===== src/rtl/data_phy.sv =====
// SD DAT-line serial PHY: frames one 32-bit word with a CRC16-CCITT trailer
// in either direction on a single data pin, one bit per SD_clock cycle.
module data_phy (
    input  logic        SD_clock,
    input  logic        Reset,
    input  logic        Send,
    input  logic        Idle,
    input  logic        WriteRead,
    input  logic [31:0] Data_from_FIFO,
    input  logic [15:0] Timeout_reg,
    input  logic        Data_pin_in,
    output logic        Data_pin_out,
    output logic        Data_oe,
    output logic        Serial_ready,
    output logic        Complete,
    output logic [31:0] Data_to_FIFO,
    output logic        CRC_error,
    output logic        Timeout
);

    typedef enum logic [3:0] {
        IDLE    = 4'd0,
        READY   = 4'd1,
        TX_DATA = 4'd2,
        TX_CRC  = 4'd3,
        TX_END  = 4'd4,
        RX_WAIT = 4'd5,
        RX_DATA = 4'd6,
        RX_CRC  = 4'd7,
        RX_END  = 4'd8,
        DONE    = 4'd9
    } state_t;

    state_t      state_r;
    logic [5:0]  bit_cnt_r;
    logic [15:0] wait_cnt_r;
    logic [31:0] shift_r;
    logic [15:0] crc_r;
    logic [15:0] rx_crc_r;
    logic        timeout_hit_s;

    function automatic logic [15:0] crc16_step(input logic [15:0] crc, input logic din);
        logic fb;
        fb = crc[15] ^ din;
        crc16_step = {crc[14:0], 1'b0} ^ (fb ? 16'h1021 : 16'h0000);
    endfunction

    // Timeout decision: registered pulse lands in cycle Timeout_reg counted from the Send edge
    always_comb begin
        if (Timeout_reg != 16'd0) begin
            timeout_hit_s = (({1'b0, wait_cnt_r} + 17'd2) >= {1'b0, Timeout_reg});
        end else begin
            timeout_hit_s = 1'b0;
        end
    end

    // Frame sequencer with all outputs registered
    always_ff @(posedge SD_clock or negedge Reset) begin
        if (!Reset) begin
            state_r      <= IDLE;
            bit_cnt_r    <= 6'd0;
            wait_cnt_r   <= 16'd0;
            shift_r      <= 32'd0;
            crc_r        <= 16'd0;
            rx_crc_r     <= 16'd0;
            Data_pin_out <= 1'b1;
            Data_oe      <= 1'b0;
            Serial_ready <= 1'b0;
            Complete     <= 1'b0;
            Timeout      <= 1'b0;
            Data_to_FIFO <= 32'd0;
            CRC_error    <= 1'b0;
        end else if (Idle) begin
            state_r      <= IDLE;
            bit_cnt_r    <= 6'd0;
            wait_cnt_r   <= 16'd0;
            shift_r      <= 32'd0;
            crc_r        <= 16'd0;
            rx_crc_r     <= 16'd0;
            Data_pin_out <= 1'b1;
            Data_oe      <= 1'b0;
            Serial_ready <= 1'b0;
            Complete     <= 1'b0;
            Timeout      <= 1'b0;
        end else begin
            Complete <= 1'b0;
            Timeout  <= 1'b0;
            case (state_r)
                IDLE: begin
                    state_r      <= READY;
                    bit_cnt_r    <= 6'd0;
                    wait_cnt_r   <= 16'd0;
                    Serial_ready <= 1'b1;
                end
                READY: begin
                    if (Send) begin
                        shift_r      <= Data_from_FIFO;
                        crc_r        <= 16'd0;
                        rx_crc_r     <= 16'd0;
                        bit_cnt_r    <= 6'd0;
                        wait_cnt_r   <= 16'd0;
                        Serial_ready <= 1'b0;
                        if (WriteRead) begin
                            state_r      <= TX_DATA;
                            Data_pin_out <= 1'b0;
                            Data_oe      <= 1'b1;
                        end else begin
                            state_r <= RX_WAIT;
                        end
                    end else begin
                        Serial_ready <= 1'b1;
                    end
                end
                TX_DATA: begin
                    Data_pin_out <= shift_r[31];
                    shift_r      <= {shift_r[30:0], 1'b0};
                    crc_r        <= crc16_step(crc_r, shift_r[31]);
                    if (bit_cnt_r == 6'd31) begin
                        state_r   <= TX_CRC;
                        bit_cnt_r <= 6'd0;
                    end else begin
                        bit_cnt_r <= bit_cnt_r + 6'd1;
                    end
                end
                TX_CRC: begin
                    Data_pin_out <= crc_r[15];
                    crc_r        <= {crc_r[14:0], 1'b0};
                    if (bit_cnt_r == 6'd15) begin
                        state_r   <= TX_END;
                        bit_cnt_r <= 6'd0;
                    end else begin
                        bit_cnt_r <= bit_cnt_r + 6'd1;
                    end
                end
                TX_END: begin
                    Data_pin_out <= 1'b1;
                    state_r      <= DONE;
                    bit_cnt_r    <= 6'd0;
                end
                RX_WAIT: begin
                    if (!Data_pin_in) begin
                        state_r    <= RX_DATA;
                        bit_cnt_r  <= 6'd0;
                        wait_cnt_r <= 16'd0;
                    end else if (timeout_hit_s) begin
                        state_r      <= READY;
                        Timeout      <= 1'b1;
                        Serial_ready <= 1'b1;
                        wait_cnt_r   <= 16'd0;
                    end else if (wait_cnt_r != 16'hFFFF) begin
                        wait_cnt_r <= wait_cnt_r + 16'd1;
                    end else begin
                        wait_cnt_r <= wait_cnt_r;
                    end
                end
                RX_DATA: begin
                    shift_r <= {shift_r[30:0], Data_pin_in};
                    crc_r   <= crc16_step(crc_r, Data_pin_in);
                    if (bit_cnt_r == 6'd31) begin
                        state_r   <= RX_CRC;
                        bit_cnt_r <= 6'd0;
                    end else begin
                        bit_cnt_r <= bit_cnt_r + 6'd1;
                    end
                end
                RX_CRC: begin
                    rx_crc_r <= {rx_crc_r[14:0], Data_pin_in};
                    if (bit_cnt_r == 6'd15) begin
                        state_r   <= RX_END;
                        bit_cnt_r <= 6'd0;
                    end else begin
                        bit_cnt_r <= bit_cnt_r + 6'd1;
                    end
                end
                RX_END: begin
                    Data_to_FIFO <= shift_r;
                    CRC_error    <= (crc_r != rx_crc_r) | ~Data_pin_in;
                    Complete     <= 1'b1;
                    state_r      <= DONE;
                    bit_cnt_r    <= 6'd0;
                end
                DONE: begin
                    // Receive arrives here with Complete already raised; transmit raises it here
                    if (Complete) begin
                        state_r      <= READY;
                        Serial_ready <= 1'b1;
                    end else begin
                        Complete     <= 1'b1;
                        Data_oe      <= 1'b0;
                        Data_pin_out <= 1'b1;
                    end
                end
                default: begin
                    state_r      <= IDLE;
                    Data_pin_out <= 1'b1;
                    Data_oe      <= 1'b0;
                    Serial_ready <= 1'b0;
                end
            endcase
        end
    end

endmodule


===== config.mk =====
export PLATFORM = sky130hd
export DESIGN_NAME = data_phy
export DESIGN_NICKNAME = d
export VERILOG_FILES = /design/src/rtl/data_phy.sv
export SDC_FILE = /design/constraint.sdc
export NUM_CORES = 1
export LEC_CHECK = 0
export CAP_MARGIN = 30
export CORE_ASPECT_RATIO = 0.5
export CORE_MARGIN = 3
export CORE_UTILIZATION = 44
export DETAILED_ROUTE_END_ITERATION = 6
export GPL_TIMING_DRIVEN = 1
export HOLD_SLACK_MARGIN = 0.15
export PLACE_DENSITY = 0.7
export SLEW_MARGIN = 40
export SYNTH_ARGS = -nofsm -noshare
export SYNTH_HDL_FRONTEND = slang
export SYNTH_SLANG_ARGS = --single-unit

===== constraint.sdc =====
create_clock -name SD_clock -period 5 [get_ports SD_clock]
set_input_delay 0.75 -clock SD_clock [delete_from_list [all_inputs] [get_ports SD_clock]]
set_output_delay 0.75 -clock SD_clock [all_outputs]
set_load 0.01 [all_outputs]

## Yosys cells after proc, flatten, opt, wreduce, memory -nomap -nowiden

Cells that the tools add are included.
Widths: inputs -> output; s select.

| operators by class | value |
|---|---|
| $add $sub $neg | 3 |
| reductions and logical operators | 24 |
| $lt $le $gt $ge | 1 |
| multiplexer cells | 56 |
| equal/unequal tests | 29 |
| bitwise gates (word level) | 7 |

Operators with widths:

| operator | number |
|---|---|
| $mux 16 | 7 |
| $pmux 32 s3 | 1 |
| $mux 32 | 2 |
| $pmux 16 s4 | 1 |
| $pmux 16 s3 | 1 |
| $mux 4 | 9 |
| $pmux 4 s9 | 1 |
| $ne 3x3->1 const B | 11 |
| $pmux 16 s2 | 1 |
| $xor 16x13->16 | 2 |
| $mux 6 | 5 |
| $pmux 6 s5 | 1 |
| $mux 13 | 2 |
| $mux 1 | 20 |
| $add 16x2->17 const B | 1 |
| $ge 17x16->1 | 1 |
| $add 16x1->16 const B | 1 |
| $eq 4x3->1 const B | 4 |
| $ne 16x16->1 | 1 |
| $ne 16x16->1 const B | 1 |
| $reduce_bool 16->1 | 1 |
| $reduce_and 4->1 | 3 |
| $pmux 1 s5 | 2 |
| $eq 4x2->1 const B | 2 |
| 27 further kinds | 39 |

| word-level totals | value |
|---|---|
| output and inout bits | 38 |
| register bits | 128 |
| logic and storage cells | 133 |
| input bits | 54 |

## Depth between registers and ports, before layout

Gate-level depths: netlist (run 1).

| depth | value |
|---|---|
| depth in word-level cells | 7 |
| depth in mapped cells | 14 |
| mapped depth without buffers | 12 |

## Worst setup path before layout (run 1)

OpenSTA, ideal clock, no wires.

| path | value |
|---|---|
| kind | reg2reg |
| start point | register wait_cnt_r[2] |
| end point | register state_r[0] |
| buffers on the path | 0 |
| arrival | 3.008 ns |
| period minus slack after synthesis | 3.133 ns |
| cell stages (with the launch flop) | 13 |
| data required time | 4.875 ns |
| slack | 1.867 ns |
| setup time | 0.125 ns |
| cell sequence | dfrtp_1 > ha_1 > and3_1 > and4_1 > nand4_1 > xnor2_1 > ha_1 > o21ai_0 > nor2_1 > or3_1 > o311ai_4 > a21oi_2 > mux2_2 |

| between the ends | value |
|---|---|
| longest elaborated chain between the ends | 5 |

RTL lines:

| element | RTL line | RTL |
|---|---|---|
| from (decl) | 36 | `logic [15:0] wait_cnt_r;` |
| from (signal assigned) | 151 | `wait_cnt_r <= wait_cnt_r + 16'd1;` |
| from (signal assigned) | 153 | `wait_cnt_r <= wait_cnt_r;` |
| $add 16x2->17 | 51 | `timeout_hit_s = (({1'b0, wait_cnt_r} + 17'd2) >= {1'b0, Timeout_reg});` |
| $ge 17x16->1 | 51 |  |
| $mux 1 | 50 | `if (Timeout_reg != 16'd0) begin` |
| $ne 4x4->1 (no line) | -- |  |
| $reduce_and 7->1 (no line) | -- |  |
| to (signal assigned) | 60 | `state_r <= IDLE;` |
| to (signal assigned) | 74 | `state_r <= IDLE;` |
| to (signal assigned) | 90 | `state_r <= READY;` |
| to (decl) | 34 | `state_t state_r;` |

No other way between the ends.
A chain may end at the register's enable or synchronous reset.

## Final worst setup path (run 1)

| path | value |
|---|---|
| start point | register wait_cnt_r[2] |
| end point | register state_r[2] |

Same word-level chain as after synthesis.

==> impl_metrics.json, run 1 <==
{
  "status": "complete, no violations",
  "synth-compound-area-share_pct": 16.8,
  "setup_viol": 0,
  "yosys.area.top_type": "dfrtp_1",
  "avgRoutedWirePerCell_um": 16.6,
  "fin_hold_ws_ps": 392,
  "grt_pass1_vias": 5153,
  "rr_worst_depth": 13,
  "cts_buffer_depth": 2,
  "port_buffers": 91,
  "muxShareOfSynthArea_pct": 11.3,
  "slowest_stage": "dfrtp_1",
  "min_path_type": "in -> async",
  "p_int_uw": 2720,
  "period_share_pct": 75.3,
  "synthAdderAreaFrac_pct": 3.47,
  "synth_top_family_by_area": "compound AO/OA/AOI/OAI gates",
  "fill_cells": 1265,
  "setup_tns_ps": 0,
  "cts-htree-levels": 4,
  "first_pass_iters": 5,
  "final_cells": 950,
  "drv_cap": 0,
  "yosys.area_share.simple_pct": 13.0,
  "relSlewSlack_pct": 45.9,
  "grt_pass1_wl_mm": 25.9,
  "cts_root_buf": "clkbuf_16",
  "dieWidth_um": 182,
  "power.switching_uw": 1370,
  "ctsHoldBuffers": 0,
  "num_rows": 31,
  "io_pins": 92,
  "yosys_warnings": 0,
  "cp_common_cell": "ha_1",
  "drtAntennaViolNets": 0,
  "end_kind": "register",
  "cts_setup_buffers": 0,
  "grt_max_degree": 59,
  "cts_tree": "done",
  "remaining_drc_errors": 0,
  "grt-ovfl-total": 0,
  "reg2reg_slack_ps": 1240,
  "viasPerCell": 5.64,
  "crit_required_ps": 5290,
  "path_class": "reg -> reg",
  "clkLatencyLatePin_ps": 420,
  "diodes": 0,
  "ys_seq_area_share_pct": 46.8,
  "synth_area_per_cell_um2": 10.3,
  "leakage_uw": 0.00371,
  "placed_cells": 918,
  "yosys-top-cells-area": "dfrtp_1, mux2_2, mux2i_1",
  "critical_path_arrival_ps": 4060,
  "synthFlopType": "dfrtp_1",
  "gp_congestion": 0.896,
  "core-area_um2": 14800,
  "hpwlAfterDp_mm": 10.8,
  "cts_resized": 0,
  "synthTopCellsByCount": "dfrtp_1, nand2_1, mux2i_1, mux2_2, o31ai_1",
  "synth-async-reset-ratio_pct": 100,
  "yosys.area_share.xor_xnor_pct": 4.48,
  "die-area_um2": 17200,
  "cp-start-kind": "register",
  "pwr-share-seq_pct": 37.0,
  "die_height_um": 94.2,
  "synthesis.area_um2": 6840,
  "cts.sinks": 128,
  "drtIter0Drc": 315,
  "rsz0062_at_grt": "false",
  "yosysMostFrequentCell": "dfrtp_1",
  "synth.distinct_cells": 58,
  "track_usage_pct": 18.6,
  "synth_top_area_share_pct": 46.5,
  "slew_violations": 0,
  "skew_ps": 8.78,
  "drt-total-wl_mm": 15.8,
  "nets": 812,
  "max_freq_mhz": 266,
  "p_comb_share_pct": 31.8,
  "placed_area_um2": 7910,
  "path_clk_slew_ps": 70,
  "drive_gt1_share_pct": 12.2,
  "period_minus_slack_ps": 3760,
  "cts-buffers-inserted": 17,
  "num_vias": 5361,
  "synth-edff-count": 0,
  "synthCells": 663,
  "peakVddDrop_uv": 359,
  "top_regs": "Data_to_FIFO (32), shift_r (32)",
  "crit_fanout": 31,
  "p_clk_share_pct": 31.2,
  "slowest_delay_ps": 440,
  "powerDensity_nw_per_um2": 481,
  "antenna_found_initial": 0,
  "fin_area_um2": 8520,
  "synth-seq-cells": 128,
  "switching_share_pct": 33.5,
  "hold_viol_final": 0,
  "tightestPinTransition_ps": 812,
  "path_cells": "ha_1 > and3_1 > and4_1 > nand4_1 > xnor2_1 > ha_1 > o21ai_0 > nor2_1 > or3_1 > o311ai_4 > buf_4 > a21oi_2 > mux2_2",
  "syn_nets": 736,
  "syn_to_final_growth_pct": 24.5,
  "initial_core_util_pct": 46.2
}
[metrics by stage]
step,setup slack (ps),total power (µW),utilization [%]
floorplan,1870,2280,-
global placement,1410,2780,53.1
detailed placement,1280,2830,53.4
CTS,1270,4120,57.5
global route,1090,4320,57.5
finish,1240,4100,57.5
[cells in the final DEF (no fill, tap or decap), types with 10 or more instances in the layout]
master	count
a22o_1	30
mux2_2	35
a31oi_1	19
nand4_1	17
clkbuf_16	17
xor2_1	15
o21ai_0	21
mux2i_1	38
dfrtp_1	126
nand2_1	68
ha_1	19
a21oi_1	21
nor2_1	26
nand3_1	22
buf_4	10
inv_1	23
xnor2_1	20
o31ai_1	34
clkdlybuf4s50_1	89
[power by group through the flow]
stage                     registers (µW)  clock network, µW  logic (µW)
after floorplan                     1470                  0         805
after global placement              1520                  0        1260
after detailed placement            1530                  0        1310
after CTS                           1510               1290        1310
after global routing                1560               1340        1420
final                               1510               1280        1300
[final cells by class]
class	count	area, µm²	share of cell area [%]
clock buffers	17	425	4.99
clock inverters	15	184	2.16
inverters	23	86.3	1.01
multi-input cells	469	3380	39.6
flip-flops and latches	128	3210	37.6
well taps	198	248	2.91
repair buffers	100	993	11.7
[logic make-up after synthesis]
| group | count (synthesis) |
|---|---|
| simple gates | 183 |
| flops | 128 |
| compound gates | 159 |
| mux | 73 |
| xor+xnor | 35 |
| fa+ha+maj | 19 |
| buf+inv | 66 |
[worst paths after layout]
kind                                    start                to
worst max-delay path            wait_cnt_r[2]        state_r[2]
worst min-delay path                    Reset  Data_to_FIFO[18]
worst max register to register  wait_cnt_r[2]        state_r[2]
worst min register to register      CRC_error         CRC_error
max in group asynchronous               Reset        state_r[2]
min in group SD_clock               CRC_error         CRC_error
[metal layers]
| layer | part of all wire (%) | track usage, % | vias up |
|---|---|---|---|
| met1 | 47 | 25.1 | 2627 |
| met4 | 1.2 | 5.32 | 0 |
| li1 | - | - | 2592 |
| met3 | 3.9 | 3.40 | 20 |
| met5 | 0 | 0 | - |
| met2 | 48 | 31.0 | 122 |
[worst max-delay path, delay by kind of cell (launching register included)]
kind	cells	cell delay, ps
AO/OA/AOI/OAI	3	570
XOR/XNOR	1	170
adder cells (fa/ha/maj)	2	550
buffers and inverters	1	350
flip-flops	1	440
multiplexers	1	300
AND/OR/NAND/NOR	5	1240
Power figures use the tool's default switching activity.
==> inputs of run 2 (changes only) <==
--- a/config.mk
+++ b/config.mk
@@ -12,7 +12,7 @@
 export DETAILED_ROUTE_END_ITERATION = 6
 export GPL_TIMING_DRIVEN = 1
 export HOLD_SLACK_MARGIN = 0.15
-export PLACE_DENSITY = 0.7
+export PLACE_DENSITY = 0.73
 export SLEW_MARGIN = 40
 export SYNTH_ARGS = -nofsm -noshare
 export SYNTH_HDL_FRONTEND = slang
==> constraint.sdc (replaced) <==
create_clock -name SD_clock -period 3.03 [get_ports SD_clock]
set_input_delay 0.4545 -clock SD_clock [delete_from_list [all_inputs] [get_ports SD_clock]]
set_output_delay 0.4545 -clock SD_clock [all_outputs]
set_load 0.01 [all_outputs]
==> impl_metrics.json, run 2 (synthesis results as in run 1) <==
{
  "status": "finished, violations left",
  "violations": "negative setup slack",
  "top_regs": "Data_to_FIFO (32), shift_r (32)",
  "initial_core_util_pct": 46.2,
  "cp-start-kind": "register",
  "drt-total-wl_mm": 16.6,
  "reg2reg_slack_ps": -160,
  "drtAntennaViolNets": 0,
  "p_int_uw": 4300,
  "clkLatencyLatePin_ps": 410,
  "relSlewSlack_pct": 50.7,
  "num_vias": 5608,
  "leakage_uw": 0.00387,
  "drv_cap": 0,
  "cts_tree": "done",
  "drive_gt1_share_pct": 17.7,
  "hpwlAfterDp_mm": 11.2,
  "gp_congestion": 0.913,
  "cts.sinks": 128,
  "cts-buffers-inserted": 17,
  "max_freq_mhz": 314,
  "tightestPinTransition_ps": 739,
  "end_kind": "register",
  "drtIter0Drc": 400,
  "path_buf_inv": 2,
  "final_cell_mix": "dfrtp_1, clkdlybuf4s50_1, nand2_1, buf_4, mux2i_1",
  "hold_viol_final": 0,
  "remaining_drc_errors": 0,
  "slowest_stage": "dfrtp_1",
  "io_pins": 92,
  "critical_path_arrival_ps": 3490,
  "skew_ps": 6.61,
  "path_class": "reg -> reg",
  "path_clk_slew_ps": 60,
  "avgRoutedWirePerCell_um": 16.9,
  "first_pass_iters": 5,
  "path_cells": "ha_2 > and3_4 > buf_4 > and3_1 > xor2_1 > ha_1 > nand4_1 > nor4_1 > or3_4 > o311ai_4 > buf_6 > a21oi_4 > mux2_2",
  "fin_ws_ps": -158,
  "rsz0062_at_grt": "true",
  "cts_buffer_depth": 2,
  "port_buffers": 91,
  "core-area_um2": 14800,
  "cts-htree-levels": 4,
  "grt_max_degree": 65,
  "pwr-share-seq_pct": 36.6,
  "powerDensity_nw_per_um2": 753,
  "grt-ovfl-total": 0,
  "crit_required_ps": 3330,
  "peakVddDrop_uv": 477,
  "slowest_delay_ps": 420,
  "die_height_um": 94.2,
  "crit_fanout": 4,
  "slew_violations": 0,
  "antenna_found_initial": 0,
  "nets": 847,
  "viasPerCell": 5.69,
  "setup_tns_ps": -1240,
  "cts_root_buf": "clkbuf_16",
  "period_share_pct": 105,
  "period_minus_slack_ps": 3190,
  "power.switching_uw": 2340,
  "setup_viol": 20,
  "dieWidth_um": 182,
  "p_clk_share_pct": 29.5,
  "placed_cells": 946,
  "num_rows": 31,
  "final_cells": 985,
  "track_usage_pct": 19.6,
  "grt_pass1_wl_mm": 27.3,
  "p_comb_share_pct": 33.8,
  "diodes": 0,
  "path_delay_family": "simple AND/OR/NAND/NOR gates",
  "min_path_type": "reg -> reg",
  "grt_pass1_vias": 5466,
  "die-area_um2": 17200,
  "syn_to_final_growth_pct": 29.1,
  "switching_share_pct": 35.2,
  "layout_commonest_cell": "dfrtp_1"
}
-- run 2: cell types whose count changed in the layout (fill, tap and decap cells not counted), sizes merged --
cell	delta
bufinv	-3
buf	+34
dlygate4sd3	+1
clkinv	-4
inv	+7
-- run 2: power groups by stage --
| stage | Sequential, µW | Combinational [µW] | Clock [µW] |
|---|---|---|---|
| after floorplan | 2430 | 1330 | 0 |
| after global placement | 2440 | 2180 | 0 |
| after detailed placement | 2460 | 2220 | 0 |
| after CTS | 2430 | 2260 | 1990 |
| after global routing | 2500 | 2460 | 2060 |
| final | 2430 | 2250 | 1960 |
-- run 2: cell type report --
type,count,area (µm²)
Sequential cell,128,3210
Multi-Input combinational cell,469,3450
Tap cell,198,248
Clock inverter,15,143
Timing Repair Buffer,135,1270
Fill cell,1246,5990
Inverter,23,86.3
Clock buffer,17,425
-- run 2: what timing repair did --
action	CTS	global route
endpoints found under the setup margin	21	21
gates resized for setup	7	12
hold buffers	1	0
setup buffers	5	2
hold endpoints to repair	54	0
pin swaps	3	8
-- run 2: tightest hold or removal path: stages (launching register included) --
cell and delay (ps):
dfrtp_1 360, nand2_1 60, o31ai_1 50
-- run 2: layer usage --
metal	track usage, %	share of wire (%)	routed length, µm
met5	0	0	0
met4	5.64	1.2	193
met3	4.14	4.3	719
met2	32.2	49	8130
met1	26.4	46	7590
-- run 2: path summary, 6_finish.rpt --
| check | depth (start not counted) | startpoint | end |
|---|---|---|---|
| max | 13 | wait_cnt_r[1] | state_r[2] |
| min | 2 | shift_r[10] | shift_r[10] |
| max reg2reg | 13 | wait_cnt_r[1] | state_r[2] |
| min reg2reg | 2 | shift_r[10] | shift_r[10] |
| max in group asynchronous | 3 | Reset | Data_to_FIFO[4] |
| min in group asynchronous | 2 | Reset | shift_r[20] |
-- run 2: stage by stage --
step | hold slack (ps) | setup WS [ps] | util (%) | power (µW) | cell area (µm²)
floorplan | 159 | 24.4 | - | 3760 | 6850
global placement | 483 | -104 | 54.8 | 4620 | 8120
detailed placement | 491 | -270 | 54.8 | 4680 | 8130
CTS | 482 | -144 | 59.1 | 6680 | 8760
global route | 509 | -228 | 59.6 | 7030 | 8830
finish | 502 | -158 | 59.6 | 6640 | 8830
